===== config.mk =====
export PLATFORM = sky130hd
export DESIGN_NAME = mem_port_arbiter
export DESIGN_NICKNAME = d
export VERILOG_FILES = /design/src/rtl/mem_arb_pkg.sv /design/src/rtl/mem_arb_starve_cnt.sv /design/src/rtl/mem_port_arbiter.sv
export SDC_FILE = /design/constraint.sdc
export NUM_CORES = 1
export LEC_CHECK = 0
export BUFFER_PORTS_ARGS = -buffer_cell sky130_fd_sc_hd__buf_2
export CAP_MARGIN = 20
export CORE_AREA = 2 2 107 109
export DETAILED_ROUTE_END_ITERATION = 6
export DIE_AREA = 0 0 109 111
export GPL_ROUTABILITY_DRIVEN = 0
export PLACE_DENSITY = 0.8
export SYNTH_ARGS = -nofsm -noshare
export SYNTH_HDL_FRONTEND = slang
export SYNTH_HIERARCHICAL = 1
export SYNTH_SLANG_ARGS = --single-unit

===== constraint.sdc =====
create_clock -name clk -period 1.4 [get_ports clk]
set_clock_uncertainty 0.05 [all_clocks]
set_input_delay 0.28 -clock clk [delete_from_list [all_inputs] [get_ports clk]]
set_output_delay 0.28 -clock clk [all_outputs]
set_load 0.01 [all_outputs]

===== src/rtl/mem_arb_pkg.sv =====
// Shared encodings for the instruction/data memory port arbiter.
package mem_arb_pkg;

  localparam logic [1:0] OwnerNone = 2'd0;
  localparam logic [1:0] OwnerI    = 2'd1;
  localparam logic [1:0] OwnerD    = 2'd2;

  // State value doubles as the current owner of the memory port.
  typedef enum logic [1:0] {
    StIdle = OwnerNone,
    StGntI = OwnerI,
    StGntD = OwnerD
  } arb_state_e;

endpackage


===== src/rtl/mem_arb_starve_cnt.sv =====
// Saturating count of data grants issued while fetch is waiting; flags when fetch must win.
module mem_arb_starve_cnt #(
  parameter int unsigned StarveMax = 4
) (
  input  logic clk,
  input  logic rst_n,
  input  logic inc,
  input  logic clr,
  output logic override
);

  localparam int unsigned CntW = $clog2(StarveMax + 1);

  logic [CntW-1:0] cnt_q, cnt_d;

  assign override = (cnt_q == CntW'(StarveMax));

  always_comb begin
    cnt_d = cnt_q;
    if (clr) begin
      cnt_d = '0;
    end else if (inc && !override) begin
      cnt_d = cnt_q + CntW'(1);
    end
  end

  always_ff @(posedge clk or negedge rst_n) begin
    if (!rst_n) begin
      cnt_q <= '0;
    end else begin
      cnt_q <= cnt_d;
    end
  end

endmodule


===== src/rtl/mem_port_arbiter.sv =====
// Arbitrates one memory port between fetch and load/store; data has priority.
// Define MEM_ARB_STARVE_GUARD_EN to periodically force a fetch grant under data pressure.
module mem_port_arbiter
  import mem_arb_pkg::*;
#(
  parameter int unsigned AW         = 32,
  parameter int unsigned DW         = 32,
  parameter int unsigned STARVE_MAX = 4
) (
  input  logic            clk,
  input  logic            rst_n,
  input  logic            i_req,
  input  logic [AW-1:0]   i_addr,
  output logic [DW-1:0]   i_rdata,
  output logic            i_ack,
  input  logic            d_req,
  input  logic            d_we,
  input  logic [DW/8-1:0] d_be,
  input  logic [AW-1:0]   d_addr,
  input  logic [DW-1:0]   d_wdata,
  output logic [DW-1:0]   d_rdata,
  output logic            d_ack,
  output logic            m_req,
  output logic            m_we,
  output logic [DW/8-1:0] m_be,
  output logic [AW-1:0]   m_addr,
  output logic [DW-1:0]   m_wdata,
  input  logic [DW-1:0]   m_rdata,
  input  logic            m_ack
);

  if (STARVE_MAX < 1) begin : g_bad_starve_max
    $error("STARVE_MAX must be at least 1");
  end

  arb_state_e      state_q, state_d;
  logic            m_we_q, m_we_d;
  logic [DW/8-1:0] m_be_q, m_be_d;
  logic [AW-1:0]   m_addr_q, m_addr_d;
  logic [DW-1:0]   m_wdata_q, m_wdata_d;

  logic idle, take_d, take_i, override;

  assign idle   = (state_q == StIdle);
  assign take_d = d_req & ~(override & i_req);
  assign take_i = ~take_d & i_req;

`ifdef MEM_ARB_STARVE_GUARD_EN
  mem_arb_starve_cnt #(
    .StarveMax(STARVE_MAX)
  ) u_starve_cnt (
    .clk     (clk),
    .rst_n   (rst_n),
    .inc     (idle & take_d & i_req),
    .clr     (idle & take_i),
    .override(override)
  );
`else
  assign override = 1'b0;
`endif

  always_comb begin
    state_d   = state_q;
    m_we_d    = m_we_q;
    m_be_d    = m_be_q;
    m_addr_d  = m_addr_q;
    m_wdata_d = m_wdata_q;
    unique case (state_q)
      StIdle: begin
        if (take_d) begin
          state_d   = StGntD;
          m_we_d    = d_we;
          m_be_d    = d_be;
          m_addr_d  = d_addr;
          m_wdata_d = d_wdata;
        end else if (take_i) begin
          state_d   = StGntI;
          m_we_d    = 1'b0;
          m_be_d    = '1;
          m_addr_d  = i_addr;
          m_wdata_d = '0;
        end
      end
      StGntI, StGntD: begin
        if (m_ack) state_d = StIdle;
      end
      default: state_d = StIdle;
    endcase
  end

  always_ff @(posedge clk or negedge rst_n) begin
    if (!rst_n) begin
      state_q   <= StIdle;
      m_we_q    <= 1'b0;
      m_be_q    <= '0;
      m_addr_q  <= '0;
      m_wdata_q <= '0;
    end else begin
      state_q   <= state_d;
      m_we_q    <= m_we_d;
      m_be_q    <= m_be_d;
      m_addr_q  <= m_addr_d;
      m_wdata_q <= m_wdata_d;
    end
  end

  // Driven straight from registers so an async reset drops the request at once.
  assign m_req   = ~idle;
  assign m_we    = m_we_q;
  assign m_be    = m_be_q;
  assign m_addr  = m_addr_q;
  assign m_wdata = m_wdata_q;

  assign i_ack   = (state_q == StGntI) & m_ack;
  assign d_ack   = (state_q == StGntD) & m_ack;
  assign i_rdata = (state_q == StGntI) ? m_rdata : '0;
  assign d_rdata = (state_q == StGntD) ? m_rdata : '0;

endmodule


**After elaboration in Yosys (flattened, before gate mapping)**

Cells that the tools add are included.

- Flip-flop bits (word level): 71
- Word-level logic and storage cells: 33
- Output and inout port bits: 136

- Muxes and demuxes: 14
- Reduce and logical (&&, ||, !) cells: 5
- Equal/unequal tests: 4
- Bitwise logic cells: 5

Operators with widths:

| kind | number |
|---|---|
| $mux W32 | 6 |
| $mux W4 | 2 |
| $mux W2 | 3 |
| $pmux W2 S2 | 1 |
| $reduce_and A2 Y1 | 2 |
| $and A1 B1 Y1 | 3 |
| $ne A3 B2 Y1 const B | 1 |
| $eq A2 B1 Y1 const B | 1 |
| $eq A2 B2 Y1 const B | 1 |
| $logic_not A2 Y1 | 1 |
| $mux W1 | 2 |
| $ne A2 B2 Y1 const B | 1 |
| $not A1 Y1 | 2 |
| $reduce_bool A2 Y1 | 1 |
| $reduce_or A2 Y1 | 1 |

**Depth between registers and ports, before layout**

- Word-level depth: 5
- Mapped depth: 7
- Mapped depth without buffers: 5

**Least setup slack after synthesis**

OpenSTA, ideal clock, no wires.

- Path type: register -> register
- From: reg state_q[0]
- To: reg m_addr_q[0] (netlist: m_addr[0])
- Arrival time: 1344 ps
- Data required time: 1224 ps
- Slack: -121 ps
- Cell stages (with the launch flop): 8
- Cells stage by stage: dfrtp_1 > inv_1 > ha_1 > buf_4 > nand2_1 > buf_1 > o32ai_1 > nor2_1

- Longest elaborated chain between the ends: 2

RTL lines:

| item | RTL line | RTL |
|---|---|---|
| from (decl) | mem_port_arbiter.sv:36 | `arb_state_e state_q, state_d;` |
| from (signal assigned) | mem_port_arbiter.sv:93 | `state_q <= StIdle;` |
| from (signal assigned) | mem_port_arbiter.sv:99 | `state_q <= state_d;` |
| $logic_not A2 Y1 | mem_port_arbiter.sv:68 | `unique case (state_q)` |
| $reduce_and A2 Y1 (no source line) | - |  |
| to (signal assigned) | mem_port_arbiter.sv:102 | `m_addr_q <= m_addr_d;` |
| to (decl) | mem_port_arbiter.sv:39 | `logic [AW-1:0] m_addr_q, m_addr_d;` |

Every way passes these cells.
A chain may end at the register's enable or synchronous reset.

**Worst setup path after layout**

- From: reg state_q[0]
- To: out i_rdata[30]

- Longest elaborated chain between the ends: 2

RTL lines:

| item | RTL line | RTL |
|---|---|---|
| $eq A2 B1 Y1 | mem_port_arbiter.sv:116 | `assign i_rdata = (state_q == StGntI) ? m_rdata : '0;` |
| $mux W32 | mem_port_arbiter.sv:116 |  |
| to (decl) | mem_port_arbiter.sv:14 | `output logic [DW-1:0] i_rdata,` |

Every way passes these cells.

==> flow_summary_export.csv <==
group,metric,value,unit
critical_path,cp-start-kind,"flip-flop",
sta,fmax,0.566,GHz
floorplanning,initial_core_util,0.310,
yosys,synth_top_area_frac,0.517,
detailed_routing,route.detailed.drc,0,
cells_and_area,nets,765,
global_routing,grt_usage,0.210,
status,status,"finished, violations left",
sta,setup_violations,137,
yosys,synth_top_area_cell,"dfrtp_1",
flow_run,cap_violations,0,
critical_path,ff2ff_path_depth,9,
detailed_routing,first_pass_iters,4,
critical_path,timing.critical_path.depth,5,
critical_path,cp_num_buf_inv,3,
critical_path,critical_path_required,1.07,ns
sta,hold_violations,0,
detailed_routing,drt_iter0_drc,313,
min_path,worstHoldPathType,"input pin to flip-flop",
cells_and_area,most-common-layout-cells,"buf_2 (262), dfrtp_1 (70), and2_1 (56)",
cells_and_area,layout_commonest_cell,"buf_2",
sta,relSlewSlack,0.785,
cells_and_area,drive_gt1_frac,0.676,
critical_path,crit-reg2reg-launch,"state_q[0]$_DFFE_PN0P_",
clocking,clk_latency,0.32,ns
power_and_ir_drop,cellLeakagePower,0.00328,uW
sta,finalCritPeriodShare,1.26,
yosys,syn-num-nets,460,
detailed_routing,routed_wl,13900,um
sta,worst_pin_slew,0.322,ns
floorplanning,num_rows,39,
cells_and_area,fin_cells,772,
yosys,synth.area.top_cells,"dfrtp_1 (52%), and2_1 (12%), a22o_1 (8.7%), o32ai_1 (8.2%), o22ai_1 (5.8%)",
floorplanning,coreArea,0.0111,mm^2
yosys,ys_seq_area_frac,0.517,
critical_path,cpLargestDelayFamily,"buffers and inverters",
critical_path,cp_slowest_cell,"dfrtp_1",
floorplanning,die_height,111,um
global_routing,antenna_found_initial,1,
clocking,cts_tree,"done",
critical_path,regToRegEndpoint,"m_addr[4]$_DFFE_PN0P_",
clocking,cts.path.max_buffers,2,
critical_path,critPathMaxStageDelay,0.38,ns
sta,finalCriticalPeriod,1.77,ns
yosys,syn_avg_cell_area,10.8,um^2
cells_and_area,fin_util,0.604,
global_routing,grt_first_pass_wirelength,19700,um
global_routing,grt_max_degree,35,
critical_path,crit_path_cell_trace,"buf_4 -> ha_4 -> buf_6 -> and2_1 -> buf_2",
clocking,cts-htree-levels,3,
clocking,clkTransAtPathRegs,0.06,ns
sta,report.final.slew_viol_count,0,
place,placed_area,0.00521,mm^2
cells_and_area,antenna_cells,0,
clocking,clkSinkCount,71,
power_and_ir_drop,peakVddDrop,1060,uV
clocking,cts_made_buffers,9,
critical_path,startpoint,"state_q[0]$_DFFE_PN0P_",
place,io_buffers,273,
yosys,synth_cell_types,21,
floorplanning,die-area,0.0121,mm^2
detailed_routing,vias,3974,
detailed_routing,vias_per_cell,5.15,
yosys,synth-warning-count,6,
critical_path,endpoint,"i_rdata[30]",
yosys,synth_seq_cells,71,
global_routing,first_global_vias,3889,
place,hpwl,8590,um
critical_path,crit_arrival,1.44,ns
critical_path,end_kind,"primary output",
detailed_routing,wl_per_cell,18.0,um
global_routing,overflow,0,
sta,worst_slack,-0.365,ns
clocking,clockRootBuffer,"clkbuf_16",
power_and_ir_drop,total_power,15100,uW
critical_path,crit_type,"flip-flop to primary output",
floorplanning,io_pins,274,
power_and_ir_drop,cellPowerDensity,2250,mW/mm^2
yosys,synthCells,319,
cells_and_area,syn2layout_area_growth,94.7,%
status,violations,"setup timing",
critical_path,path_max_fanout,16,
critical_path,rrSetupSlack,-0.26,ns
sta,rsz0062_at_grt,"yes",
place,place_inst,731,
detailed_routing,antenna_left,0,
yosys,synth_area,0.00344,mm^2
cells_and_area,finalInstanceArea,0.00669,mm^2
floorplanning,dieWidth,109,um
-- cell type report --
cell class,instances,area [um^2]
clock buffers,9,225
clock inverters,7,128
fillers,864,4380
inverters,3,16.3
multi-input cells,218,2150
flip-flops and latches,71,1780
well taps,143,179
repair buffers,321,2220
-- layer usage --
metal  part of all wire  GRT usage
met1               0.41      0.260
met2               0.51      0.363
met3              0.072     0.0494
met4              0.011     0.0530
met5            0.00072          0
-- synth_stat cells --
cell type  count
o32ai_1       32
a22o_1        34
o22a_1         4
o22ai_1       32
and2_1        67
buf_6          8
nor2_1        32
o21ai_0        2
dfrtp_1       71
inv_1          3
buf_4          1
nand2_8        1
a21boi_0       1
ha_1           3
nand2b_1       1
buf_2          8
or2_1          1
and2_4         1
clkbuf_1      11
nand2_1        3
buf_1          3
-- per-stage QoR --
stage	setup TNS, ns	hold slack, ns	setup WS (ns)
floorplan	-0.228	-0.0656	-0.0182
global placement	-5.15	0.132	-0.0851
detailed placement	-8.48	0.132	-0.156
CTS	-36.27	0.115	-0.374
global route	-42.47	0.119	-0.408
finish	-34.60	0.125	-0.365
-- kinds of logic (layout without fill, tap and decap cells) --
logic type,Yosys count,after routing,share of synthesized area
flops,71,71,0.517
fa+ha+maj,3,3,0.0109
simple gates,106,110,0.172
buf+inv,34,340,0.0586
compound gates,105,105,0.242
-- worst min path at each step --
stage	start	end	slack, ns	depth (start not counted)
2_1_floorplan	rst_n	m_addr[0]$_DFFE_PN0P_	-0.07	0
3_3_place_gp	rst_n	m_addr[12]$_DFFE_PN0P_	0.13	1
3_5_place_dp	rst_n	m_addr[12]$_DFFE_PN0P_	0.13	1
4_1_cts	d_wdata[20]	m_wdata[20]$_DFFE_PN0P_	0.11	2
5_1_grt	d_wdata[19]	m_wdata[19]$_DFFE_PN0P_	0.12	2
6_report	d_wdata[20]	m_wdata[20]$_DFFE_PN0P_	0.12	2
-- sequential cells by signal (all words and copies together), names as in the netlist --
name	count
state_q	2
m_wdata	32
m_be	4
m_addr	32
m_we	1
-- what timing repair did --
action,4_1_cts,5_1_grt
pin swaps,71,49
hold buffers,1,0
hold endpoints to repair,17,0
gates resized for setup,92,45
cloned,14,2
buffers inserted,8,2
setup endpoints to repair,136,138
-- where the power goes --
part / switching [uW] / internal [uW]
clock: 920 / 1770
combinational: 3950 / 4480
sequential: 935 / 3010
total: 5810 / 9260
Note: power is estimated with default switching activity, not from simulation.
